**src/rtl/chunk_add_seq.sv**
```systemverilog
// Sequential N-bit adder/subtractor that reuses one CHUNK-bit adder slice,
// working from the least significant slice upward, one slice per cycle.
module chunk_add_seq #(
    parameter int unsigned CHUNK  = 16,
    parameter int unsigned CHUNKS = 4
) (
    input  logic                      clk,
    input  logic                      rst,
    input  logic                      start,
    input  logic                      sub,
    input  logic [CHUNK*CHUNKS-1:0]   a,
    input  logic [CHUNK*CHUNKS-1:0]   b,
    output logic                      busy,
    output logic                      done,
    output logic [CHUNK*CHUNKS-1:0]   sum,
    output logic                      cout,
    output logic                      ovf,
    output logic                      zero
);

    localparam int unsigned N    = CHUNK * CHUNKS;
    localparam int unsigned IdxW = (CHUNKS > 1) ? $clog2(CHUNKS) : 1;

    typedef enum logic [1:0] {StIdle, StRun, StDone} state_e;

    state_e            state_q, state_d;
    logic [N-1:0]      a_q, b_q, sum_q, sum_d;
    logic              carry_q, cout_q, ovf_q;
    logic [IdxW-1:0]   idx_q;
    logic              accept, last_slice;
    logic [CHUNK-1:0]  a_sl, b_sl, s_sl;
    logic              c_out, msb_cin;

    assign last_slice = (idx_q == IdxW'(CHUNKS - 1));

    // The single shared slice adder and its operand selection.
    always_comb begin
        a_sl = '0;
        b_sl = '0;
        for (int k = 0; k < CHUNKS; k++) begin
            if (idx_q == IdxW'(k)) begin
                a_sl = a_q[k*CHUNK +: CHUNK];
                b_sl = b_q[k*CHUNK +: CHUNK];
            end
        end
        {c_out, s_sl} = {1'b0, a_sl} + {1'b0, b_sl} + {{CHUNK{1'b0}}, carry_q};
        // Carry into the slice MSB, recovered from the MSB sum bit.
        msb_cin = s_sl[CHUNK-1] ^ a_sl[CHUNK-1] ^ b_sl[CHUNK-1];
    end

    always_comb begin
        sum_d = sum_q;
        for (int k = 0; k < CHUNKS; k++) begin
            if (idx_q == IdxW'(k)) begin
                sum_d[k*CHUNK +: CHUNK] = s_sl;
            end
        end
    end

    always_ff @(posedge clk) begin
        if (rst) begin
            state_q <= StIdle;
        end else begin
            state_q <= state_d;
        end
    end

    always_comb begin
        state_d = state_q;
        busy    = 1'b0;
        done    = 1'b0;
        accept  = 1'b0;
        unique case (state_q)
            StIdle: begin
                if (start) begin
                    state_d = StRun;
                    accept  = 1'b1;
                end
            end
            StRun: begin
                busy = 1'b1;
                if (last_slice) begin
                    state_d = StDone;
                end
            end
            StDone: begin
                done = 1'b1;
                if (start) begin
                    state_d = StRun;
                    accept  = 1'b1;
                end else begin
                    state_d = StIdle;
                end
            end
            default: state_d = StIdle;
        endcase
    end

    always_ff @(posedge clk) begin
        if (rst) begin
            a_q     <= '0;
            b_q     <= '0;
            sum_q   <= '0;
            carry_q <= 1'b0;
            cout_q  <= 1'b0;
            ovf_q   <= 1'b0;
            idx_q   <= '0;
        end else if (accept) begin
            a_q     <= a;
            b_q     <= sub ? ~b : b;
            carry_q <= sub;
            idx_q   <= '0;
        end else if (busy) begin
            sum_q   <= sum_d;
            carry_q <= c_out;
            if (last_slice) begin
                cout_q <= c_out;
                ovf_q  <= msb_cin ^ c_out;
            end else begin
                idx_q <= idx_q + 1'b1;
            end
        end
    end

    assign sum  = sum_q;
    assign cout = cout_q;
    assign ovf  = ovf_q;
    assign zero = (sum_q == '0);

endmodule
```
**config.mk**
```make
export PLATFORM = sky130hd
export DESIGN_NAME = chunk_add_seq
export DESIGN_NICKNAME = d
export VERILOG_FILES = /design/src/rtl/chunk_add_seq.sv
export SDC_FILE = /design/constraint.sdc
export NUM_CORES = 1
export LEC_CHECK = 0
export ABC_AREA = 0
export ABC_CLOCK_PERIOD_IN_PS = 5200
export CORE_MARGIN = 2
export CORE_UTILIZATION = 40
export CTS_BUF_LIST = sky130_fd_sc_hd__clkbuf_8
export DETAILED_ROUTE_END_ITERATION = 6
export PLACE_DENSITY = 0.65
export SLEW_MARGIN = 10
export SYNTH_ARGS = -nofsm -noshare
export SYNTH_HDL_FRONTEND = slang
export SYNTH_SLANG_ARGS = --single-unit
```
**constraint.sdc**
```tcl
create_clock -name clk -period 5.2 [get_ports clk]
set_input_delay 1.3 -clock clk [delete_from_list [all_inputs] [get_ports clk]]
set_output_delay 1.3 -clock clk [all_outputs]
set_load 0.1 [all_outputs]
```
==> results of run 1 <==
[cell usage after synthesis, types with 4 or more instances]
master    count
xor2_1        7
nor2b_1       4
o21ai_0      32
nand2_1     294
nand3b_1      6
a21oi_1     190
nand3_1       6
xnor2_1      72
a211oi_1     77
clkbuf_1     78
a21o_1        4
buf_1        16
dfxtp_1     199
o21a_1        5
o31ai_1       4
ha_1         19
inv_1        11
nor3_1        4
and2_1        4
nor4_1       17
nand4_1       4
nor2_1      150
[power breakdown]
| part | internal, mW | total, mW | switching, mW |
|---|---|---|---|
| sequential | 1.61 | 1.67 | 0.0594 |
| combinational | 0.304 | 0.813 | 0.509 |
| clock | 0.410 | 1.03 | 0.619 |
[cell families after synthesis]
logic type | synth area share
AOI/OAI and AO/OA | 0.210
xor gates and xnor gates | 0.0739
adders and majority gates | 0.0297
buffers and inverters | 0.0437
DFF | 0.426
muxes | 0.00227
and+or+nand+nor | 0.215
[how the worst max path moves through the flow]
stage          startpoint       to  slack [ps]  cells after the start
3_3_place_gp     idx_q[0]      ovf        1270                     19
2_1_floorplan     sum[36]     zero         980                      3
5_1_grt          idx_q[0]  sum[30]         530                     18
4_1_cts          idx_q[0]  sum[30]        1020                     18
6_report         idx_q[0]  sum[30]        1030                     18
3_5_place_dp     idx_q[0]  sum[62]        1060                     18
[metrics by stage]
step	hold WS, ps	cells
after floorplan	436	1234
after global placement	445	1661
after detailed placement	447	1661
final	462	1693
after CTS	462	1693
after global routing	485	1693
[state kept, by name, indices dropped and copies added (netlist names)]
signal,flops
a_q,64
b_q,64
carry_q,1
cout,1
idx_q,2
ovf,1
state_q,2
sum,64
[per-layer routing]
layer,up-vias,global-route usage,share of wire
li1,4422,-,-
met2,254,0.375,0.47
met5,-,0,0
met3,30,0.0396,0.055
met1,3967,0.305,0.45
met4,0,0.0594,0.018
[worst register-to-register path: cells and delay by family (launching register included)]
kind,cells,cell delay [ps]
XOR/XNOR,1,310
buffers and inverters,2,170
flip-flops,1,430
AO/OA/AOI/OAI,8,1740
adder cells (fa/ha/maj),3,1040
AND/OR/NAND/NOR,4,330
[cell type report]
| class | instances | area (um^2) |
|---|---|---|
| Sequential cell | 199 | 3980 |
| Tap cell | 313 | 392 |
| Fill cell | 2232 | 10900 |
| Multi-Input combinational cell | 927 | 4990 |
| Clock inverter | 15 | 184 |
| Clock buffer | 17 | 234 |
| Timing Repair Buffer | 211 | 2090 |
| Inverter | 11 | 41.3 |
[layout by cell type, fill, tap and decap left out, types with 7 or more instances in the layout]
| master | netlist | layout |
|---|---|---|
| inv_1 | 11 | 11 |
| buf_4 | 0 | 12 |
| o21ai_0 | 32 | 32 |
| xor2_1 | 7 | 7 |
| a211oi_1 | 77 | 77 |
| clkdlybuf4s50_1 | 0 | 197 |
| a21oi_1 | 190 | 190 |
| ha_1 | 19 | 16 |
| nor4_1 | 17 | 16 |
| clkbuf_8 | 0 | 17 |
| nor2_1 | 150 | 150 |
| dfxtp_1 | 199 | 199 |
| xnor2_1 | 72 | 72 |
| nand2_1 | 294 | 294 |
==> metrics.cfg, run 1 <==
[yosys]
ys_seq_area_frac=0.426
synth_top_cell_area_share=0.426
synthArstFlopShare=0
syn_avg_cell_area_um2=7.58
synth_seq_cells=199
syn-cell-area_um2=9360
ys.flop_type=dfxtp_1
synthCells=1234
synth-edff-count=0
yosysTopAreaCell=dfxtp_1
syn_nets=1387
synth_area_leaders=dfxtp_1 43%, nand2_1 12%, a21oi_1 10%
yosysUniqueCellTypes=45
yosysWarnings=0

[global_routing]
grt_pass1_vias=8049
grt_max_degree=151
grt_first_pass_wirelength_um=43300
grt-ovfl-total=0
grt_util_all_layers=0.226
antenna_found_initial=0

[floorplan]
pin_count=201
std_cell_rows=55
fp.coreArea_um2=22800
dieWidth_um=157
start_util=0.411
dieArea_um2=24600
die_h_um=157

[layout]
syn_to_final_growth_pct=27.3
final_util=0.523
fin_area_um2=11900
insertedDiodeCount=0
drive_gt1_frac=0.0435
final_nets=1520

[worst_setup_path]
crit_buf_inv=2
cp_max_fo=15
path_delay_family=compound AO/OA/AOI/OAI gates
cpPeakStageDelay_ps=450
cp-end-kind=register
r2r_cells=18
rrSetupSlack_ps=1030
worstSetupPathType=register to register
arrival_ps=4480
reg2reg_to=sum[30]
cp_slowest_cell=a221oi_2
cp-start-kind=register
cp.required_ps=5500
r2r-start=idx_q[0]
crit_chain=inv_1 > ha_1 > nand2_1 > nor2_1 > a21oi_1 > nor2_1 > a21oi_1 > nor2_1 > a21oi_1 > fa_1 > inv_1 > fa_1 > a21o_1 > a221oi_2 > o221ai_1 > o21ai_1 > xor2_1 > a211oi_1

[pwr]
p_leak_nw=4.26
total_power_mw=3.51
irDropWorstVdd_v=0.000159
power_density_nw_per_um2=295

[detailed_routing]
ant_nets=0
remaining_drc_errors=0
num_vias=8673
vias_per_cell=5.12
routed_wl_um=27700
wire_per_inst_um=16.4
drt-initial-drc-count=652
dr.pass1.iters=5

[clock_network]
cts_tree=done
cts_buffers=17
postCtsSetupBuffers=0
htree_levels=4
cts_buffer_depth=2
clk_latency_ps=480
clk_pin_slew_ps=110
holdBufCountCts=0
clock-sinks=199
cts_root_buf=clkbuf_8
cts_resized=0

[place]
dp_hpwl_um=20400
gp_congestion=0.841
place_area_um2=11500
io_buffers=200
pre_cts_ws_ps=1060

[sta]
setup_viol=0
setup_tns_ps=0
timing.final.crit_period_ps=4170
fin_skew_ps=20.3
fmax_mhz=240
worstMarginPinSlew_ps=1150
relSlewSlack=0.234
hold_viol_final=0
rsz0062_at_grt=false
min_period_over_period=0.803
finalMaxSlewViolations=0
fin_ws_ps=1030

[min_path]
hp-start=a_q[34]
min_to=a_q[34]
hold_path_depth=2
hold_path.class=register to register

[flow_run]
cap_violations=0

[outcome]
status=completed

Power figures use the tool's default switching activity.
==> run 2: changes to the inputs <==
--- a/config.mk
+++ b/config.mk
@@ -6,12 +6,12 @@
 export NUM_CORES = 1
 export LEC_CHECK = 0
 export ABC_AREA = 0
-export ABC_CLOCK_PERIOD_IN_PS = 5200
+export ABC_CLOCK_PERIOD_IN_PS = 3350
 export CORE_MARGIN = 2
 export CORE_UTILIZATION = 40
 export CTS_BUF_LIST = sky130_fd_sc_hd__clkbuf_8
 export DETAILED_ROUTE_END_ITERATION = 6
-export PLACE_DENSITY = 0.65
+export PLACE_DENSITY = 0.68
 export SLEW_MARGIN = 10
 export SYNTH_ARGS = -nofsm -noshare
 export SYNTH_HDL_FRONTEND = slang
==> constraint.sdc (replaced) <==
create_clock -name clk -period 3.35 [get_ports clk]
set_input_delay 0.8375 -clock clk [delete_from_list [all_inputs] [get_ports clk]]
set_output_delay 0.8375 -clock clk [all_outputs]
set_load 0.1 [all_outputs]
==> run 2 against run 1 <==
Effect of this change:
- the run now ends with negative setup slack left
- combinational power rose by 97%
- final cell count up 5.6%
- clock skew down 5.7 ps
- sequential power up 56%
- critical path depth increased by 2
- fmax up 18%
- register-to-register slack got worse by 1200 ps
- final area rose by 11%
- utilization increased by 5.9 points
- critical path type unchanged
- largest power group unchanged
==> metrics.cfg, run 2 (synthesis gave the netlist of run 1 again) <==
[pwr]
power_density_nw_per_um2=434  ; +47%
irDropWorstVdd_v=0.000228  ; +44%
total_power_mw=5.75  ; +64%
p_leak_nw=5.08  ; +19%

[sta]
setup_viol=25  ; +25
fin_skew_ps=14.6  ; -5.75 ps
relSlewSlack=0.479  ; +0.246
fin_ws_ps=-178  ; -1200 ps
min_period_over_period=1.05  ; +0.251
worstMarginPinSlew_ps=774  ; -376 ps
setup_tns_ps=-1740  ; -1740 ps
fmax_mhz=283  ; +18%
timing.final.crit_period_ps=3530  ; -645 ps
rsz0062_at_grt=true
finalMaxSlewViolations=0  ; unchanged
hold_viol_final=0  ; unchanged

[layout]
multi_input_area_um2=5480  ; +9.8%
fin_area_um2=13300  ; +11%
fillers=2095  ; -6.1%
most-common-layout-cells=285 x nand2_1, 197 x dfxtp_1, 152 x a21oi_1
instances_no_fill=1788  ; +5.6%
final_common_cell=nand2_1
insertedDiodeCount=0  ; unchanged
drive_gt1_frac=0.215  ; +0.171
final_nets=1616  ; +6.3%
syn_to_final_growth_pct=41.7
seqCellArea_um2=3990  ; about the same

[place]
dp_hpwl_um=21200  ; +3.8%
place_area_um2=12000  ; +4.5%
gp_congestion=0.848  ; +0.86%
io_buffers=200  ; unchanged
placed_cells=1727  ; +4.0%

[floorplan]
std_cell_rows=55  ; unchanged
pin_count=201  ; unchanged
start_util=0.411  ; unchanged
dieWidth_um=157  ; unchanged
die_h_um=157  ; unchanged
fp.coreArea_um2=22800  ; unchanged
dieArea_um2=24600  ; unchanged

[detailed_routing]
routed_wl_um=29400  ; +6.0%
wire_per_inst_um=16.4  ; +0.39%
dr.pass1.iters=5  ; unchanged
drt-initial-drc-count=549  ; -16%
vias_per_cell=5.13  ; about the same
ant_nets=0  ; unchanged
remaining_drc_errors=0  ; unchanged
num_vias=9167  ; +5.7%

[global_routing]
grt_util_all_layers=0.231  ; +0.00431
grt_max_degree=84  ; -44%
grt-ovfl-total=0  ; unchanged
grt_pass1_vias=8611  ; +7.0%
antenna_found_initial=0  ; unchanged
grt_first_pass_wirelength_um=44400  ; +2.6%

[clock_network]
cts_root_buf=clkbuf_8
cts_buffer_depth=2  ; unchanged
cts_buffers=17  ; unchanged
htree_levels=4  ; unchanged
clk_latency_ps=480  ; about the same
clock-sinks=199  ; unchanged
cts_tree=done
clk_pin_slew_ps=110  ; about the same

[worst_setup_path]
cp_max_fo=6  ; -9
cp-start-kind=register
arrival_ps=3930  ; -550 ps
worstSetupPathType=register to register
cp-end-kind=register
cp.required_ps=3750  ; -1750 ps

[flow_run]
cap_violations=0  ; unchanged

[outcome]
status=finished, violations left
violations=negative setup slack

[min_path]
hold_path.class=register to register

-- run 2: repair_timing --
| action | in CTS | in global routing |
|---|---|---|
| endpoints found under the setup margin | 37 | 51 |
| resized for setup | 17 | 124 |
| hold buffers | 0 | 0 |
| gates cloned | 1 | 4 |
| pin swaps | 10 | 32 |
| buffers inserted | 10 | 17 |
-- run 2: worst paths after layout --
path / startpoint / end / slack (ps) / cells after the start
min: a_q[55] / a_q[55] / 460 / 2
min reg2reg: a_q[55] / a_q[55] / 460 / 2
max: idx_q[1] / sum[31] / -180 / 20
max reg2reg: idx_q[1] / sum[31] / -180 / 20
-- run 2: critical path: stages, from the launching register on --
cell and delay, ps:
dfxtp_2 360, inv_2 70, ha_4 180, buf_12 140, buf_6 110, buf_4 130
nand2_2 80, nor2_2 40, a21oi_2 130, nor2_1 50, a21oi_1 150, o21ai_2 90
ha_1 320, a21o_1 180, a221o_1 360, mux2_4 320, a211oi_2 150, o311a_1 250
buf_6 130, nand2_2 50, a21oi_1 160
-- run 2: cell type report --
type / instances / share of cell area
multi-input combinational: 927 / 0.413
timing repair buffer: 307 / 0.224
inverter: 11 / 0.00311
sequential: 199 / 0.301
clock inverter: 14 / 0.0125
clock buffer: 17 / 0.0176
tap: 313 / 0.0295
-- run 2: per-layer routing --
| metal | GRT usage | vias up | routed length [um] |
|---|---|---|---|
| met5 | 0 | - | 0 |
| met4 | 0.0738 | 0 | 629 |
| met3 | 0.0377 | 38 | 1520 |
| met2 | 0.390 | 271 | 14100 |
| met1 | 0.301 | 4245 | 13100 |
| li1 | - | 4613 | - |
-- run 2: power by group --
| group | switching, mW | total [mW] | internal [mW] | leakage, nW |
|---|---|---|---|---|
| Clock | 0.937 | 1.56 | 0.621 | 0.202 |
| Sequential | 0.0922 | 2.60 | 2.50 | 1.63 |
| Combinational | 0.908 | 1.60 | 0.692 | 3.25 |
| Total | 1.94 | 5.75 | 3.82 | 5.08 |
-- run 2: metrics by stage --
stage	util	hold slack (ps)	worst slack, ps
CTS	0.553	463	-188
global placement	0.528	443	-277
global route	0.582	476	-401
floorplan	-	436	-140
finish	0.582	460	-178
detailed placement	0.528	448	-332
